`src/rtl/e203_exu_pkg.sv`:
```
// Shared execution-unit definitions: OITF entry layout and default long-pipe sizing.
package e203_exu_pkg;

  localparam int OITF_DEPTH_DEF = 4;
  localparam int ITAG_W_DEF     = 2;

  typedef struct packed {
    logic        rdwen;
    logic [4:0]  rdidx;
    logic [31:0] pc;
  } oitf_entry_t;

endpackage

```
`src/rtl/e203_exu_oitf_ptr.sv`:
```
// OITF read/write pointers with wrap bit; derives full/empty and exposes the low index bits as tags.
module e203_exu_oitf_ptr
  import e203_exu_pkg::*;
#(
  parameter int ITAG_W = ITAG_W_DEF
) (
  input  logic              clk,
  input  logic              rst,
  input  logic              alloc_fire,
  input  logic              retire_fire,
  output logic [ITAG_W-1:0] wr_idx,
  output logic [ITAG_W-1:0] rd_idx,
  output logic              full,
  output logic              empty
);

  logic [ITAG_W:0] wr_ptr;
  logic [ITAG_W:0] rd_ptr;

  // Natural (ITAG_W+1)-bit overflow gives the modulo 2*depth wrap.
  always_ff @(posedge clk or posedge rst) begin
    if (rst) begin
      wr_ptr <= '0;
      rd_ptr <= '0;
    end else begin
      if (alloc_fire)  wr_ptr <= wr_ptr + 1'b1;
      if (retire_fire) rd_ptr <= rd_ptr + 1'b1;
    end
  end

  assign wr_idx = wr_ptr[ITAG_W-1:0];
  assign rd_idx = rd_ptr[ITAG_W-1:0];
  assign empty  = (wr_ptr == rd_ptr);
  assign full   = (wr_ptr[ITAG_W-1:0] == rd_ptr[ITAG_W-1:0]) &&
                  (wr_ptr[ITAG_W] != rd_ptr[ITAG_W]);

endmodule

```
`src/rtl/e203_exu_longp_wbck.sv`:
```
// Long-pipe writeback: OITF tracking of outstanding LSU ops, in-order retire, RF write arbitration.
// Optional feature macro: E203_LONGP_EXCP_EN (LSU bus-error exceptions to commit).
module e203_exu_longp_wbck
  import e203_exu_pkg::*;
#(
  parameter int OITF_DEPTH = OITF_DEPTH_DEF,
  parameter int ITAG_W     = ITAG_W_DEF
) (
  input  logic              clk,
  input  logic              rst,

  input  logic              disp_alloc_valid,
  output logic              disp_alloc_ready,
  input  logic              disp_alloc_rdwen,
  input  logic [4:0]        disp_alloc_rdidx,
  input  logic [31:0]       disp_alloc_pc,
  output logic [ITAG_W-1:0] disp_alloc_itag,
  output logic              oitf_empty,

  input  logic              lsu_i_valid,
  output logic              lsu_i_ready,
  input  logic [31:0]       lsu_i_wdat,
  input  logic [ITAG_W-1:0] lsu_i_itag,
  input  logic              lsu_i_err,
  input  logic              lsu_i_ld,
  input  logic              lsu_i_st,
  input  logic [31:0]       lsu_i_badaddr,

  input  logic              alu_wbck_i_valid,
  output logic              alu_wbck_i_ready,
  input  logic [31:0]       alu_wbck_i_wdat,
  input  logic [4:0]        alu_wbck_i_rdidx,

  output logic              rf_wbck_ena,
  output logic [31:0]       rf_wbck_wdat,
  output logic [4:0]        rf_wbck_rdidx,

  output logic              longp_excp_o_valid,
  input  logic              longp_excp_o_ready,
  output logic              longp_excp_o_ld,
  output logic              longp_excp_o_st,
  output logic              longp_excp_o_buserr,
  output logic [31:0]       longp_excp_o_badaddr,
  output logic [31:0]       longp_excp_o_pc
);

  if (((1 << ITAG_W) != OITF_DEPTH) || (OITF_DEPTH < 2)) begin : g_param_chk
    $error("OITF_DEPTH must be a power of two >= 2 and equal 2**ITAG_W");
  end

  logic              alloc_fire;
  logic              retire_fire;
  logic              oitf_full;
  logic [ITAG_W-1:0] wr_idx;
  logic [ITAG_W-1:0] rd_idx;
  logic              head_match;
  logic              lsu_err_eff;
  logic              alu_fire;
  oitf_entry_t       oitf_mem [OITF_DEPTH];
  oitf_entry_t       head;

  e203_exu_oitf_ptr #(.ITAG_W(ITAG_W)) u_oitf_ptr (
    .clk         (clk),
    .rst         (rst),
    .alloc_fire  (alloc_fire),
    .retire_fire (retire_fire),
    .wr_idx      (wr_idx),
    .rd_idx      (rd_idx),
    .full        (oitf_full),
    .empty       (oitf_empty)
  );

  assign disp_alloc_ready = !oitf_full;
  assign disp_alloc_itag  = wr_idx;
  assign alloc_fire       = disp_alloc_valid && !oitf_full;

  // Payload storage is deliberately unreset; pointers alone define validity.
  always_ff @(posedge clk) begin
    if (alloc_fire) begin
      oitf_mem[wr_idx] <= '{rdwen: disp_alloc_rdwen, rdidx: disp_alloc_rdidx, pc: disp_alloc_pc};
    end
  end

  assign head       = oitf_mem[rd_idx];
  assign head_match = !oitf_empty && (lsu_i_itag == rd_idx);

`ifdef E203_LONGP_EXCP_EN
  assign lsu_err_eff          = lsu_i_err;
  assign lsu_i_ready          = head_match && (!lsu_i_err || longp_excp_o_ready);
  assign longp_excp_o_valid   = lsu_i_valid && head_match && lsu_i_err;
  assign longp_excp_o_ld      = lsu_i_ld;
  assign longp_excp_o_st      = lsu_i_st;
  assign longp_excp_o_buserr  = lsu_i_err;
  assign longp_excp_o_badaddr = lsu_i_badaddr;
  assign longp_excp_o_pc      = head.pc;
`else
  logic unused_excp;
  assign unused_excp          = ^{lsu_i_err, lsu_i_ld, lsu_i_st, lsu_i_badaddr,
                                  longp_excp_o_ready, head.pc};
  assign lsu_err_eff          = 1'b0;
  assign lsu_i_ready          = head_match;
  assign longp_excp_o_valid   = 1'b0;
  assign longp_excp_o_ld      = 1'b0;
  assign longp_excp_o_st      = 1'b0;
  assign longp_excp_o_buserr  = 1'b0;
  assign longp_excp_o_badaddr = '0;
  assign longp_excp_o_pc      = '0;
`endif

  assign retire_fire      = lsu_i_valid && lsu_i_ready;
  assign alu_wbck_i_ready = !retire_fire;
  assign alu_fire         = alu_wbck_i_valid && alu_wbck_i_ready;

  // Stage p0: select the writeback source; the long pipe wins over the ALU.
  logic        vld_p0;
  logic [31:0] wdat_p0;
  logic [4:0]  rdidx_p0;

  always_comb begin
    vld_p0   = 1'b0;
    wdat_p0  = alu_wbck_i_wdat;
    rdidx_p0 = alu_wbck_i_rdidx;
    if (retire_fire) begin
      vld_p0   = head.rdwen && !lsu_err_eff;
      wdat_p0  = lsu_i_wdat;
      rdidx_p0 = head.rdidx;
    end else if (alu_fire) begin
      vld_p0   = 1'b1;
    end
  end

  // Stage p1: registered register-file write port.
  always_ff @(posedge clk or posedge rst) begin
    if (rst) begin
      rf_wbck_ena   <= 1'b0;
      rf_wbck_wdat  <= '0;
      rf_wbck_rdidx <= '0;
    end else begin
      rf_wbck_ena <= vld_p0;
      if (vld_p0) begin
        rf_wbck_wdat  <= wdat_p0;
        rf_wbck_rdidx <= rdidx_p0;
      end
    end
  end

endmodule

```
`config.mk`:
```
export PLATFORM = sky130hd
export DESIGN_NAME = e203_exu_longp_wbck
export DESIGN_NICKNAME = d
export VERILOG_FILES = /design/src/rtl/e203_exu_pkg.sv /design/src/rtl/e203_exu_oitf_ptr.sv /design/src/rtl/e203_exu_longp_wbck.sv
export SDC_FILE = /design/constraint.sdc
export NUM_CORES = 1
export LEC_CHECK = 0
export CAP_MARGIN = 20
export CORE_MARGIN = 10
export CORE_UTILIZATION = 33
export CTS_BUF_LIST = sky130_fd_sc_hd__clkbuf_8 sky130_fd_sc_hd__clkbuf_16
export CTS_CLUSTER_SIZE = 24
export DETAILED_ROUTE_END_ITERATION = 10
export PLACE_DENSITY = 0.78
export SYNTH_ARGS = -nofsm -noshare
export SYNTH_HDL_FRONTEND = slang
export SYNTH_SLANG_ARGS = --single-unit
```
`constraint.sdc`:
```
create_clock -name clk -period 2.1 [get_ports clk]
set_input_delay 0.42 -clock clk [delete_from_list [all_inputs] [get_ports clk]]
set_output_delay 0.42 -clock clk [all_outputs]
set_load 0.02 [all_outputs]
```
==> qor.csv <==
stage,metric,value,unit
yosys,syn_area,3910,um^2
worst_setup_path,r2r_end,rf_wbck_wdat[7]$_DFFE_PP0P_,
worst_setup_path,end_kind,register,
sta,period_share,105,%
global_routing,grt_pass1_wl,20400,um
floorplanning,rows,39,
clocking,cts_tree,built,
worst_setup_path,rr_worst_depth,7,
sta,finClkSkew,0.00890,ns
worst_setup_path,cp_num_cells,7,
yosys,yosysSeqAreaShare,46.6,%
job,maxCapViolCount,0,
worst_setup_path,cp_slowest_cell,or3_4,
sta,worstMarginPinSlew,0.565,ns
clocking,clockRootBuffer,clkbuf_16,
finish,syn2layout_area_growth,48.7,%
worst_hold_path,hold_class,in2async,
sta,layout_setup_ws,-0.0972,ns
clocking,insertion_delay,0.33,ns
sta,setup_viol,12,
detailed_routing,met2_length,6890,um
yosys,postSynthAreaPerCell,10.7,um^2
finish,fin_nets,654,
clocking,clk_pin_slew,0.06,ns
floorplanning,core,11500,um^2
worst_setup_path,reg2reg_slack,-0.1,ns
yosys,yosysWarnings,0,
yosys,synth_ff_type,dfrtp_1,
detailed_routing,vias,3326,
power_and_ir_drop,p_per_area,1390,nW/um^2
run_status,violations,setup timing,
yosys,synth_edf_count,24,
worst_setup_path,worstSetupPathType,reg2reg,
detailed_routing,firstDrtPassIters,4,
global_routing,grt_pass1_vias,3521,
worst_setup_path,start_kind,register,
yosys,synth_compound_area_share,16.1,%
detailed_routing,ant_nets,0,
sta,finalHoldViolations,0,
yosys,synth_top_area_share,28.2,%
worst_setup_path,worstPathBufferInverterCount,3,
yosys,synth_top_family_by_area,buffers and inverters,
global_routing,antenna_found_initial,0,
run_status,status,finished with violations,
placement,port_buffers,125,
placement,dp_hpwl,9540,um
finish,multi_input_area,1740,um^2
yosys,synth_seq_cells,68,
detailed_routing,totalWireLength,13700,um
clocking,clock_path_buffers,2,
detailed_routing,wl_met3,1530,um
yosys,synthAdderAreaFrac,1.60,%
worst_setup_path,endpoint,rf_wbck_wdat[7]$_DFFE_PP0P_,
detailed_routing,m1WireLength,5100,um
global_routing,grt_max_degree,39,
worst_setup_path,cp_common_cell,buf_6,
finish,register_area,1820,um^2
sta,clock.fmax,0.455,GHz
detailed_routing,vias_per_cell,5.14,
worst_setup_path,required,2.33,ns
sta,setup_tns,-0.586,ns
worst_setup_path,r2r_start,u_oitf_ptr.rd_ptr[0]$_DFFE_PP0P_,
sta,min_period,2.20,ns
power_and_ir_drop,leakage,0.00237,uW
sta,max-slew-margin-rel,62.3,%
yosys,netlist-cell-type-count,27,
detailed_routing,drt_iter0_drc,149,
clocking,numCtsBuffers,9,
worst_setup_path,cp-startpoint,u_oitf_ptr.rd_ptr[0]$_DFFE_PP0P_,
yosys,synth_top_cells_by_count,"buf_4 (71), dfrtp_1 (44), inv_1 (43)",
floorplanning,die_h,129,um
floorplanning,die_w,129,um
yosys,async_flop_share,64.7,%
floorplanning,io_pins,262,
worst_setup_path,critPathMaxFanout,6,
yosys,synth-simple-area-share,7.42,%
finish,filler_cell_count,1007,
sta,report.final.slew_viol_count,0,
floorplanning,die_area,16600,um^2
sta,rsz0062_at_grt,true,
yosys,synth_xor_area_share,2.43,%
yosys,synth_top_area_cell,dfrtp_1,
finish,diodes,0,
worst_setup_path,critPathArrivalTime,2.42,ns
worst_setup_path,cpPeakStageDelay,0.46,ns
power_and_ir_drop,ir_worst_vdd,0.00101,V
clocking,h-tree-depth,3,
global_routing,grt_util_all_layers,15.7,%
finish,fin_util,50.5,%
placement,gp_congestion,0.809,
finish,drive_gt1_share,20.8,%
detailed_routing,highest-signal-layer,met4,
floorplanning,start_util,34.0,%
yosys,synthMuxAreaShare,3.97,%
yosys,yosysMostFrequentCell,buf_4,
worst_setup_path,cp_top_family,compound AO/OA/AOI/OAI gates,
yosys,syn_inst,366,
detailed_routing,drc,0,
detailed_routing,wl_per_cell,21.1,um
power_and_ir_drop,finalPower,8060,uW
global_routing,globalRouteOverflowTotal,0,
yosys,ys_top_cells_by_area,"dfrtp_1 (28%), edfxtp_1 (18%), buf_4 (14%)",
worst_setup_path,path_cells,xnor2_2 -> a311o_2 -> buf_6 -> or3_4 -> buf_6 -> buf_16 -> a311oi_2,
clocking,cts_num_sinks,68,
per-stage QoR:
step	hold WS [ns]	instances	setup slack [ns]	cell area (um^2)
2_1_floorplan	0.498	433	0.0760	4160
3_3_place_gp	0.527	626	-0.443	5130
3_5_place_dp	0.532	626	-0.503	5130
4_1_cts	0.478	645	-0.126	5800
5_1_grt	0.534	647	-0.147	5820
6_report	0.469	647	-0.0972	5820
cell families after synthesis:
family | after synthesis
other | 1
XOR/XNOR | 10
multiplexers | 9
flip-flops | 68
AO/OA/AOI/OAI | 78
buffers and inverters | 147
AND/OR/NAND/NOR | 48
adder cells (fa/ha/maj) | 5
final cells by class:
| cell class | count | share of cell area [%] |
|---|---|---|
| repair buffers | 158 | 27.5 |
| flip-flops and latches | 68 | 31.3 |
| multi-input cells | 218 | 29.9 |
| clock buffers | 10 | 4.11 |
| clock inverters | 6 | 1.23 |
| inverters | 44 | 2.84 |
| well taps | 143 | 3.08 |
layer usage:
metal | vias up | GRT usage [%]
met1 | 1617 | 17.6
li1 | 1485 | -
met4 | 0 | 4.41
met3 | 14 | 5.59
met5 | - | 0
met2 | 210 | 27.4
cell usage in the layout, fill, tap and decap left out, types with 2 or more instances in the layout:
| master | netlist | layout |
|---|---|---|
| clkdlybuf4s50_1 | 0 | 119 |
| conb_1 | 1 | 68 |
| dfrtp_1 | 44 | 44 |
| inv_1 | 43 | 41 |
| nor4_1 | 37 | 37 |
| a211oi_1 | 37 | 37 |
| a311oi_2 | 0 | 37 |
| edfxtp_1 | 24 | 24 |
| buf_4 | 71 | 22 |
| clkbuf_16 | 0 | 9 |
| xnor2_1 | 5 | 5 |
| mux4_2 | 5 | 5 |
| ha_1 | 5 | 5 |
| buf_6 | 4 | 5 |
| xor2_1 | 4 | 4 |
| and2_1 | 4 | 4 |
| inv_2 | 1 | 3 |
| buf_12 | 0 | 3 |
| mux2i_1 | 2 | 2 |
| mux2_2 | 2 | 2 |
| nand2_2 | 0 | 2 |
| nand3_1 | 2 | 2 |
| clkinv_4 | 0 | 2 |
| clkinvlp_4 | 0 | 2 |
| buf_16 | 0 | 2 |
| buf_2 | 4 | 2 |
| buf_8 | 0 | 2 |
sequential cells by signal (all words and copies together) (netlist names):
signal,count
oitf_mem,24
rf_wbck_ena,1
u_oitf_ptr.rd_ptr,3
rf_wbck_rdidx,5
u_oitf_ptr.wr_ptr,3
rf_wbck_wdat,32
power by group:
| part | internal (uW) | switching, uW | leakage (uW) |
|---|---|---|---|
| combinational | 1900 | 2440 | 0.00151 |
| clock | 960 | 601 | 0.000145 |
| sequential | 1890 | 270 | 0.000715 |
| total | 4750 | 3310 | 0.00237 |
worst min-delay path by stage:
stage | start | endpoint | slack (ns) | cells after the start
finish | rst | u_oitf_ptr.rd_ptr[0]$_DFFE_PP0P_ | 0.47 | 2
global route | rst | u_oitf_ptr.wr_ptr[1]$_DFFE_PP0N_ | 0.53 | 2
CTS | rst | u_oitf_ptr.rd_ptr[0]$_DFFE_PP0P_ | 0.48 | 2
detailed placement | rf_wbck_wdat[27]$_DFFE_PP0P_ | rf_wbck_wdat[27]$_DFFE_PP0P_ | 0.53 | 2
global placement | rf_wbck_wdat[10]$_DFFE_PP0P_ | rf_wbck_wdat[10]$_DFFE_PP0P_ | 0.53 | 2
floorplan | u_oitf_ptr.wr_ptr[2]$_DFFE_PP0N_ | u_oitf_ptr.wr_ptr[2]$_DFFE_PP0N_ | 0.50 | 1
repair_timing:
item                       4_1_cts  5_1_grt
cloned                           3        0
pin swaps                       29       14
setup endpoints to repair       41       40
buffers inserted                 0        4
resized for setup               59       12
hold buffers                     0        0
(Power assumes the default switching activity.)
